<file path="config.mk">
export PLATFORM = sky130hd
export DESIGN_NAME = conditional_logic
export DESIGN_NICKNAME = d
export VERILOG_FILES = /design/src/rtl/cu_pkg.sv /design/src/rtl/condition_check.sv /design/src/rtl/conditional_logic.sv
export SDC_FILE = /design/constraint.sdc
export NUM_CORES = 1
export LEC_CHECK = 0
export ABC_CLOCK_PERIOD_IN_PS = 2800
export BUFFER_PORTS_ARGS = -buffer_cell sky130_fd_sc_hd__buf_2
export CORE_AREA = 4 4 41 43
export CTS_CLUSTER_SIZE = 20
export DETAILED_ROUTE_END_ITERATION = 7
export DIE_AREA = 0 0 45 47
export HOLD_SLACK_MARGIN = 0.03
export PLACE_DENSITY = 0.64
export RECOVER_POWER = 50
export SYNTH_ARGS = -nofsm -noshare
export SYNTH_HDL_FRONTEND = slang
export SYNTH_SLANG_ARGS = --single-unit
</file>
<file path="constraint.sdc">
create_clock -name clk -period 2.8 [get_ports clk]
set_clock_uncertainty 0.1 [all_clocks]
set_input_delay 0.7 -clock clk [delete_from_list [all_inputs] [get_ports clk]]
set_output_delay 0.7 -clock clk [all_outputs]
set_load 0.02 [all_outputs]
</file>
<file path="src/rtl/cu_pkg.sv">
// Shared control-unit definitions: condition codes, flag bit positions and
// decoder flag-write field layout.
package cu_pkg;

    typedef enum logic [3:0] {
        COND_EQ = 4'h0,
        COND_NE = 4'h1,
        COND_CS = 4'h2,
        COND_CC = 4'h3,
        COND_MI = 4'h4,
        COND_PL = 4'h5,
        COND_VS = 4'h6,
        COND_VC = 4'h7,
        COND_HI = 4'h8,
        COND_LS = 4'h9,
        COND_GE = 4'hA,
        COND_LT = 4'hB,
        COND_GT = 4'hC,
        COND_LE = 4'hD,
        COND_AL = 4'hE,
        COND_NV = 4'hF
    } cond_t;

    localparam int FLAG_N = 3;
    localparam int FLAG_Z = 2;
    localparam int FLAG_C = 1;
    localparam int FLAG_V = 0;

    // flag_w bit positions: one bit per independently written flag pair
    localparam int FLAG_W_NZ = 1;
    localparam int FLAG_W_CV = 0;

endpackage

</file>
<file path="src/rtl/condition_check.sv">
// Combinational evaluation of an instruction condition field against the
// stored {N,Z,C,V} flags.
module condition_check
    import cu_pkg::*;
#(
    parameter logic NV_EXECUTES = 1'b0
) (
    input  logic [3:0] cond,
    input  logic [3:0] flags,
    output logic       cond_ex
);

    logic n_flag;
    logic z_flag;
    logic c_flag;
    logic v_flag;
    logic ge;

    assign n_flag = flags[FLAG_N];
    assign z_flag = flags[FLAG_Z];
    assign c_flag = flags[FLAG_C];
    assign v_flag = flags[FLAG_V];
    assign ge     = (n_flag == v_flag);

    always_comb begin
        cond_ex = 1'b0;
        case (cond_t'(cond))
            COND_EQ: cond_ex = z_flag;
            COND_NE: cond_ex = !z_flag;
            COND_CS: cond_ex = c_flag;
            COND_CC: cond_ex = !c_flag;
            COND_MI: cond_ex = n_flag;
            COND_PL: cond_ex = !n_flag;
            COND_VS: cond_ex = v_flag;
            COND_VC: cond_ex = !v_flag;
            COND_HI: cond_ex = c_flag && !z_flag;
            COND_LS: cond_ex = !c_flag || z_flag;
            COND_GE: cond_ex = ge;
            COND_LT: cond_ex = !ge;
            COND_GT: cond_ex = !z_flag && ge;
            COND_LE: cond_ex = z_flag || !ge;
            COND_AL: cond_ex = 1'b1;
            COND_NV: cond_ex = NV_EXECUTES;
            default: cond_ex = 1'b0;
        endcase
    end

endmodule

</file>
<file path="src/rtl/conditional_logic.sv">
// Status-flag register plus condition gating of the decoder's state-changing
// enables; only instructions whose condition passes update PC, regs, memory or flags.
module conditional_logic
    import cu_pkg::*;
#(
    parameter logic [3:0] RESET_FLAGS = 4'b0000,
    parameter logic       NV_EXECUTES = 1'b0
) (
    input  logic       clk,
    input  logic       rst,
    input  logic       en,
    input  logic [3:0] cond,
    input  logic [3:0] alu_flags,
    input  logic [1:0] flag_w,
    input  logic       pcs,
    input  logic       reg_w,
    input  logic       mem_w,
    input  logic       no_write,
    output logic       pc_src,
    output logic       reg_write,
    output logic       mem_write,
    output logic       cond_ex,
    output logic [3:0] flags
);

    logic [1:0] nz_reg;
    logic [1:0] cv_reg;
    logic       nz_load;
    logic       cv_load;

    assign flags = {nz_reg, cv_reg};

    // Condition sees the stored flags, so an instruction that both tests and
    // sets flags is evaluated against the values from before its own result.
    condition_check #(
        .NV_EXECUTES (NV_EXECUTES)
    ) u_condition_check (
        .cond    (cond),
        .flags   (flags),
        .cond_ex (cond_ex)
    );

    assign nz_load = en && flag_w[FLAG_W_NZ] && cond_ex;
    assign cv_load = en && flag_w[FLAG_W_CV] && cond_ex;

    always_ff @(posedge clk or negedge rst) begin
        if (!rst) begin
            nz_reg <= RESET_FLAGS[FLAG_N:FLAG_Z];
        end else if (nz_load) begin
            nz_reg <= alu_flags[FLAG_N:FLAG_Z];
        end
    end

    always_ff @(posedge clk or negedge rst) begin
        if (!rst) begin
            cv_reg <= RESET_FLAGS[FLAG_C:FLAG_V];
        end else if (cv_load) begin
            cv_reg <= alu_flags[FLAG_C:FLAG_V];
        end
    end

    assign pc_src    = pcs && cond_ex;
    assign mem_write = mem_w && cond_ex;
    assign reg_write = reg_w && !no_write && cond_ex;

endmodule

</file>
# [Word level (Yosys, flattened, before mapping)]
# Index checks and enable logic that the tools add are counted.
[totals] out_inout_bits=8 ram_bits=0 latchBits=0 rom_bits=0 regBits=4 mem_count=0
[classes] n_reduce_logical=19 n_addsub=0 n_shift=0 n_mul=0 bitwise=0 n_lt_le_gt_ge=0 n_eq_ne=16 div_mod_pow=0 muxes=1
[ops] cell="4-bit == test, second input constant" count=8
[ops] cell="4-bit by 3-bit == test with 1-bit output, second input constant" count=4
[ops] cell="1-bit case mux with 16 select lines" count=1
[ops] cell="1-bit logical AND" count=10
[ops] cell="4-bit by 2-bit == test with 1-bit output, second input constant" count=2
[ops] cell="1-bit zero test" count=6
[ops] cell="4-bit by 1-bit == test with 1-bit output, second input constant" count=1
[ops] cell="4-bit zero test" count=1
[ops] cell="1-bit logical OR" count=2
[ops] cell="1-bit == test" count=1

# [Depth between registers and ports, before layout]
# Gate-level depths: netlist of run 1.
[logic_depth] ltp_word=5 depth_mapped=6

# [Hierarchy]
# From an unflattened synthesis of run 1, not the netlist that was laid out.
[hier_totals] cells_unflattened=36 area_unflattened_um2=335.3
[by_module_without_submodules] module="conditional_logic" area_per_inst_um2=180.2 n_inst=1 cells_per_inst=13 seq_area_each_um2=100.1
[by_module_without_submodules] module="condition_check" area_per_inst_um2=155.1 n_inst=1 cells_per_inst=23 seq_area_each_um2=0.0

# [Worst setup path after synthesis of run 1]
# OpenSTA, ideal clock, no wires.
[synth_path] path_type="input port to output port" from="in cond[0]" to="out reg_write" arrival_ns=2.349 setup_slack_ns=-0.349 path_stages=6 t_required_ns=2.000 path_cell_list="buf_6 > or4b_1 > o211a_1 > o2111ai_2 > nand3_1 > nor3b_1"
[synth_between] elab_chain_cells=3
[synth_lines] item="start, declared" line_no="conditional_logic.sv:12" source="input logic [3:0] cond,"
[synth_lines] item="4-bit == test, or another cell as far along" line_no="condition_check.sv:27" source="case (cond_t'(cond))"
[synth_lines] item="1-bit case mux with 16 select lines (*)" line_no="condition_check.sv:27"
[synth_lines] item="1-bit logical AND (*)" line_no="conditional_logic.sv:64" source="assign reg_write = reg_w && !no_write && cond_ex;"
[synth_lines] item="end, declared" line_no="conditional_logic.sv:20" source="output logic reg_write,"
# Every way passes the cells marked *; elsewhere a longest branch is shown, timed or not.

# [Worst setup path after layout of run 1]
[layout_path] from="in cond[0]" to="out cond_ex"
[layout_between] elab_chain_cells=2
[layout_lines] item="4-bit == test, or another cell as far along" line_no="condition_check.sv:27"
[layout_lines] item="1-bit case mux with 16 select lines (*)" line_no="condition_check.sv:27"
[layout_lines] item="end, declared" line_no="conditional_logic.sv:22" source="output logic cond_ex,"
# Marked as above.

==> results of run 1 <==
## power by group
part / switching, mW / total, mW / internal (mW)
Clock: 0.0250 / 0.0731 / 0.0480
Combinational: 0.206 / 0.397 / 0.191
Sequential: 0.0296 / 0.116 / 0.0868
Total: 0.261 / 0.586 / 0.326
## per-stage QoR
stage,setup slack (ps),TNS (ps)
2_1_floorplan,-63.5,-63.5
4_1_cts,-141,-270
6_report,-127,-332
3_5_place_dp,-156,-295
3_3_place_gp,-141,-261
5_1_grt,-170,-537
## final timing paths
check	from	to	slack, ps	depth (start not counted)
max	cond[0]	cond_ex	-130	9
min	rst	cv_reg[1]$_DFFE_PN0P_	180	1
max reg2reg	nz_reg[0]$_DFFE_PN0P_	cv_reg[1]$_DFFE_PN0P_	670	6
max in group asynchronous	rst	cv_reg[0]$_DFFE_PN0P_	2240	1
min reg2reg	cv_reg[1]$_DFFE_PN0P_	cv_reg[1]$_DFFE_PN0P_	470	1
min in group clk	cv_reg[1]$_DFFE_PN0P_	cv_reg[1]$_DFFE_PN0P_	470	1
## repair_timing
item                       in CTS  in global routing
buffers inserted                0                  3
setup endpoints to repair       4                  4
resized for setup               8                  9
pin swaps                       2                  6
## cell families (layout without fill, tap and decap cells)
kind of cell	count (synthesis)	after routing	synth area share
xor gates and xnor gates	4	4	0.0826
muxes	5	5	0.130
buffers and inverters	9	43	0.100
AOI/OAI and AO/OA	8	8	0.159
DFF	4	4	0.236
and+or+nand+nor	21	21	0.292
## critical path: cells and delay by family
kind / cells / cell delay [ps]
buf+inv: 6 / 630
simple gates: 3 / 800
## layer usage
metal  GRT usage  wire length, um
met1       0.161              539
met3      0.0153               91
met5           0                0
met4      0.0877               15
met2       0.198              641
## cells in the final DEF, fill, tap and decap left out, types with 2 or more instances in the layout
cell      instances
mux2_1            4
nand3_1           2
inv_1             6
clkbuf_1          3
nor2_2            2
buf_6             5
buf_4            10
dfrtp_1           4
xnor2_1           3
nand2_1           3
nor2_1            2
nor3_1            2
buf_2            16
clkbuf_4          3
## area by class of cell
type | count | area (sq um)
well taps | 15 | 18.8
inverters | 6 | 22.5
clock buffers | 3 | 22.5
repair buffers | 34 | 223
multi-input cells | 38 | 345
flip-flops and latches | 4 | 100
fillers | 130 | 569
==> results.txt, run 1 <==
----------------------------------------------------
[Run status]
  Run status ... finished with violations
  Failing checks ... negative setup slack

[Drt]
  Count of antenna-violating nets left after detailed routing ... 0
  Iteration-0 DRC count of the detailed router ... 3
  Number of vias in the routed layout ... 512
  WL per Instance ... 12.9 um
  Vias per Instance ... 5.12
  Drt pass-1 iters ... 4
  Final wirelength ... 1290 um
  Residual DRC count ... 0

[GRT]
  Remaining Overflow, GRT ... 0
  Total track usage ... 0.126
  Maximum number of pins on one net before global-route repair ... 11
  Number of global-route vias before repair ... 443
  Global-route wire length before repair ... 1900 um
  Number of antenna violations at the first check in global routing ... 0

[Yosys]
  Leading cell type by number of instances after synthesis ... inv_1
  Count of distinct cell types in the synthesized netlist ... 28
  Synthesized Nets ... 68
  Portion of the post-synthesis area used by sequential elements ... 0.236
  Prevailing post-synth register cell ... dfrtp_1
  Synthesized netlist cell count ... 51
  Largest area contributor in the synthesized netlist ... dfrtp_1
  Flop and latch count out of synthesis ... 4
  Proportion of synthesized flip-flops having asynchronous set or reset ... 1.00
  Top cells by area in the synthesized netlist ... dfrtp_1 (24%), mux2_1 (11%), xnor2_1 (6.2%)
  Share of Yosys cell area claimed by the top area cell type ... 0.236
  Average size of a mapped cell ... 8.32 sq um
  Yosys synthesis warning count ... 0
  Leading cell types by count after synthesis ... inv_1 (6), nor2_1 (5), dfrtp_1 (4), mux2_1 (4)
  Post-synth EDFFs ... 0
  Netlist Area Pre-Place ... 424 sq um

[Clocking]
  Clock tree sinks ... 4
  Number of H-tree levels ... 1
  Clock latency on the worst-skew pair ... 240 ps
  Cts bufs inserted ... 3
  CTS root buffer ... clkbuf_4
  CTS tree ... built
  Clk pin slew, worst setup/hold paths ... 40 ps
  Hold buffer count at cts ... 0
  Maximum root-to-sink buffer count ... 2

[Final layout]
  Post-route non-filler standard cell count ... 100
  Total non-filler cell area in the finished layout ... 732 sq um
  Count of nets after finishing ... 104
  Final Core Density ... 0.563
  Share of post-route cells with drive strength above 1 ... 0.518
  Signed area change from the synthesized netlist to the final layout ... 72.6%
  Antenna Cells ... 0

[STA]
  Achievable frequency ... 342 MHz
  Number of endpoints failing setup at the final stage ... 4
  Slew at the pin closest to its max-slew limit ... 271 ps
  RSZ-0062 raised after global routing ... true
  Min Tclk post-route ... 2930 ps
  Period Utilization, post-route ... 1.05
  Normalized max-slew margin ... 0.819
  Hold_ws ... 178 ps
  Fin. max-slew vios ... 0
  Smallest setup slack after layout ... -127 ps
  Count of endpoints failing hold in the final timing report ... 0

[Die]
  FP Rows ... 13
  Chip width ... 45 um
  Boundary pin count ... 25
  Starting Density ... 0.326
  Floorplan die height ... 47 um
  Core Region ... 1300 sq um
  Die area ... 2120 sq um

[Job]
  Max-cap violations ... 0

[Placed design]
  Final HPWL DP ... 905 um
  Number of placed cells counting well taps ... 94
  Instance area at placement ... 617 sq um
  Input/output buffers ... 24
  Gpl congestion ... 0.730

[Power]
  Worst IR drop on VDD ... 0.412 mV
  Power density over the cells ... 801 nW/um^2
  Final Total Pwr ... 586 uW
  Leakage power ... 0.349 nW

[Critical path]
  Cells along the critical path ... buf_6, buf_4, or4_1, nor2_2, inv_1, nand3_4, buf_4, inv_1, buf_6
  Setup Crit Path Kind ... in2out
  Worst path arrival time ... 2130 ps
  Critical path launch point type ... primary input
  Critical path endpoint category ... output port
  Required @ worst endpoint ... 2000 ps
  Max incr delay on CP ... 540 ps
  Max stage delay cell, worst path ... or4_1
  CP max FO ... 7

[Min path]
  Hold Crit Class ... in2async

----------------------------------------------------
(Power assumes the default switching activity.)
==> run 2, diff against run 1 <==
--- a/config.mk
+++ b/config.mk
@@ -5,14 +5,18 @@
 export SDC_FILE = /design/constraint.sdc
 export NUM_CORES = 1
 export LEC_CHECK = 0
+export ABC_AREA = 1
 export ABC_CLOCK_PERIOD_IN_PS = 2800
 export BUFFER_PORTS_ARGS = -buffer_cell sky130_fd_sc_hd__buf_2
-export CORE_AREA = 4 4 41 43
+export CELL_PAD_IN_SITES_DETAIL_PLACEMENT = 1
+export CELL_PAD_IN_SITES_GLOBAL_PLACEMENT = 2
+export CORE_ASPECT_RATIO = 0.6
+export CORE_MARGIN = 4
+export CORE_UTILIZATION = 18
 export CTS_CLUSTER_SIZE = 20
 export DETAILED_ROUTE_END_ITERATION = 7
-export DIE_AREA = 0 0 45 47
 export HOLD_SLACK_MARGIN = 0.03
-export PLACE_DENSITY = 0.64
+export PLACE_DENSITY = 0.76
 export RECOVER_POWER = 50
 export SYNTH_ARGS = -nofsm -noshare
 export SYNTH_HDL_FRONTEND = slang
==> run 2 against run 1 <==
Against the previous run: the flow now finishes without violations; hold slack better by 26 ps; core utilization decreased by 26 points; largest cell class unchanged; cell count up 36%; first-iteration DRC count rose to 8.3 times the previous value; sequential share of layout area rose by 1.4 points; synthesized cell count increased by 45%; maximum frequency increased by 9.5%; clock-buffer cell count stayed put; die area increased by 50%.
==> results.txt, run 2 <==
----------------------------------------------------
[Drt]
  Final wirelength ... 1470 um (+14%)
  Number of vias in the routed layout ... 570 (+11%)
  Vias per Instance ... 4.19 (-18%)
  WL per Instance ... 10.8 um (-16%)
  Count of antenna-violating nets left after detailed routing ... 0 (unchanged)
  Iteration-0 DRC count of the detailed router ... 25 (+22)
  Drt pass-1 iters ... 4 (unchanged)
  Residual DRC count ... 0 (unchanged)

[STA]
  Period Utilization, post-route ... 0.955 (-0.0904)
  Slew at the pin closest to its max-slew limit ... 255 ps (-15.9 ps)
  Fin. max-slew vios ... 0 (unchanged)
  Setup_tns ... 0 ps (+332 ps)
  Count of endpoints failing hold in the final timing report ... 0 (unchanged)
  Number of endpoints failing setup at the final stage ... 0 (-4)
  Achievable frequency ... 374 MHz (+9.5%)
  Smallest setup slack after layout ... 126 ps (+253 ps)
  RSZ-0062 raised after global routing ... false
  Normalized max-slew margin ... 0.830 (+0.0113)
  Min Tclk post-route ... 2670 ps (-253 ps)

[Die]
  Die area ... 3170 sq um (+50%)
  Core Region ... 2180 sq um (+67%)
  Starting Density ... 0.191 (-0.135)
  FP Rows ... 13 (unchanged)
  Chip width ... 70.1 um (+56%)
  Floorplan die height ... 45.3 um (-3.7%)
  Boundary pin count ... 25 (unchanged)

[Critical path]
  R2r worst-path depth ... 9 (+3)
  Setup Crit Path Kind ... in2out
  Required @ worst endpoint ... 2000 ps (about the same)
  Worst r2r src ... nz_reg[1]$_DFFE_PN0P_
  CP max FO ... 7 (unchanged)
  Worst path arrival time ... 1870 ps (-260 ps)
  R2r endpoint ... cv_reg[1]$_DFFE_PN0P_
  Worst reg2reg setup slack ... 1080 ps (+410 ps)
  Critical path endpoint category ... output port
  Critical path launch point type ... primary input

[Final layout]
  Final Core Density ... 0.305 (-0.257)
  Share of post-route cells with drive strength above 1 ... 0.377 (-0.140)
  Number of fill cells ... 304 (+130%)
  Count of nets after finishing ... 125 (+20%)
  Signed area change from the synthesized netlist to the final layout ... 59.8%
  Commonest non-fill, non-tap cell in the layout ... nand2_1
  Antenna Cells ... 0 (unchanged)
  Most frequent cells in the layout ... nand2_1 (25), buf_2 (20), nand3_1 (12)

[GRT]
  Number of antenna violations at the first check in global routing ... 0 (unchanged)
  Global-route wire length before repair ... 2570 um (+35%)
  Maximum number of pins on one net before global-route repair ... 10 (-1)
  Remaining Overflow, GRT ... 0 (unchanged)
  Number of global-route vias before repair ... 595 (+34%)
  Total track usage ... 0.106 (-0.0206)

[Min path]
  Hold Crit Class ... in2async

[Power]
  Power density over the cells ... 876 nW/um^2 (+9.3%)
  Worst IR drop on VDD ... 0.380 mV (-7.8%)
  Leakage power ... 0.388 nW (+11%)
  Final Total Pwr ... 583 uW (-0.63%)

[Clocking]
  Maximum root-to-sink buffer count ... 2 (unchanged)
  Cts bufs inserted ... 3 (unchanged)
  Number of H-tree levels ... 1 (unchanged)
  Hold buffer count at cts ... 0 (unchanged)
  CTS root buffer ... clkbuf_8
  Clk pin slew, worst setup/hold paths ... 30 ps (about the same)
  CTS tree ... built
  Clock latency on the worst-skew pair ... 220 ps (-20 ps)
  Clock tree sinks ... 4 (unchanged)

[Yosys]
  Leading cell type by number of instances after synthesis ... nand2_1
  Share of Yosys cell area claimed by the top area cell type ... 0.240 (+0.00425)
  Flop and latch count out of synthesis ... 4 (unchanged)
  Prevailing post-synth register cell ... dfrtp_1
  Post-synth EDFFs ... 0 (unchanged)
  Leading cell types by count after synthesis ... nand2_1 (26), nand3_1 (12), inv_1 (11)
  Portion of the post-synthesis area used by sequential elements ... 0.240 (+0.00425)
  Count of distinct cell types in the synthesized netlist ... 13 (-54%)
  Proportion of synthesized flip-flops having asynchronous set or reset ... 1.00 (unchanged)
  Netlist Area Pre-Place ... 417 sq um (-1.8%)
  Synthesized netlist cell count ... 74 (+45%)
  Synthesized Nets ... 91 (+34%)
  Top cells by area in the synthesized netlist ... dfrtp_1 (24%), nand2_1 (23%), nand3_1 (14%)
  Largest area contributor in the synthesized netlist ... dfrtp_1
  Average size of a mapped cell ... 5.63 sq um (-32%)
  Yosys synthesis warning count ... 0 (unchanged)

[Placed design]
  Post-placement worst setup slack ... 60.8 ps (+217 ps)
  Final HPWL DP ... 1210 um (+33%)
  Input/output buffers ... 24 (unchanged)
  Gpl congestion ... 0.729 (-0.22%)

[Run status]
  Run status ... complete, no violations

[Job]
  Max-cap violations ... 0 (unchanged)

----------------------------------------------------
[run 2: cell count changes in the layout (fill, tap and decap cells not counted), moves of 5 or more]
cell,previous run,this run
nand2_1,3,25
nand3_1,2,12
buf_4,10,5
buf_6,5,0
nand2_2,0,5
[run 2: final cells by class]
type	count	area, sq um	area share
clock buffer	3	41.3	0.0620
timing repair buffer	29	153	0.229
tap	30	37.5	0.0564
multi-input combinational	57	285	0.429
inverter	13	48.8	0.0733
sequential	4	100	0.150
[run 2: how the worst max path moves through the flow]
stage / startpoint / end / slack [ps] / cells after the start
floorplan: cond[0] / reg_write / 250 / 11
global placement: cond[0] / reg_write / 80 / 13
detailed placement: cond[0] / reg_write / 60 / 13
CTS: cond[0] / reg_write / 50 / 13
global route: cond[0] / mem_write / 4 / 14
finish: cond[1] / reg_write / 130 / 10
[run 2: cell families (layout without fill, tap and decap cells)]
logic type	Yosys count	count (layout)	synth area share
and+or+nand+nor	51	51	0.559
DFF	4	4	0.240
AOI/OAI and AO/OA	6	6	0.0841
buffers and inverters	13	45	0.117
[run 2: critical path: stages]
cell      delay, ps
buf_2           170
nor2_4           60
buf_4           130
o211ai_1        160
nand3_1         120
nor2_2          140
nand3_4         130
nand2_1          90
nor2_1           40
buf_2           150
[run 2: power breakdown]
group	switching [mW]	internal, mW
Sequential	0.0414	0.0852
Combinational	0.212	0.123
Clock	0.0300	0.0917
[run 2: metal layers]
| metal | track usage | wire, um | part of all wire |
|---|---|---|---|
| met5 | 0 | 0 | 0 |
| met4 | 0.0458 | 25 | 0.017 |
| met3 | 0.0289 | 94 | 0.064 |
| met2 | 0.158 | 593 | 0.40 |
| met1 | 0.144 | 757 | 0.51 |
[run 2: metrics by stage]
step / cell area [sq um] / std cells / hold WS [ps]
3_3_place_gp: 589 / 130 / 410
6_report: 666 / 136 / 205
3_5_place_dp: 589 / 130 / 408
4_1_cts: 631 / 133 / 179
2_1_floorplan: 417 / 74 / 304
5_1_grt: 666 / 136 / 210
[run 2: timing repair]
item                                    4_1_cts  5_1_grt
setup buffers                                 0        3
endpoints found under the setup margin        0        3
gates resized for setup                       0        6
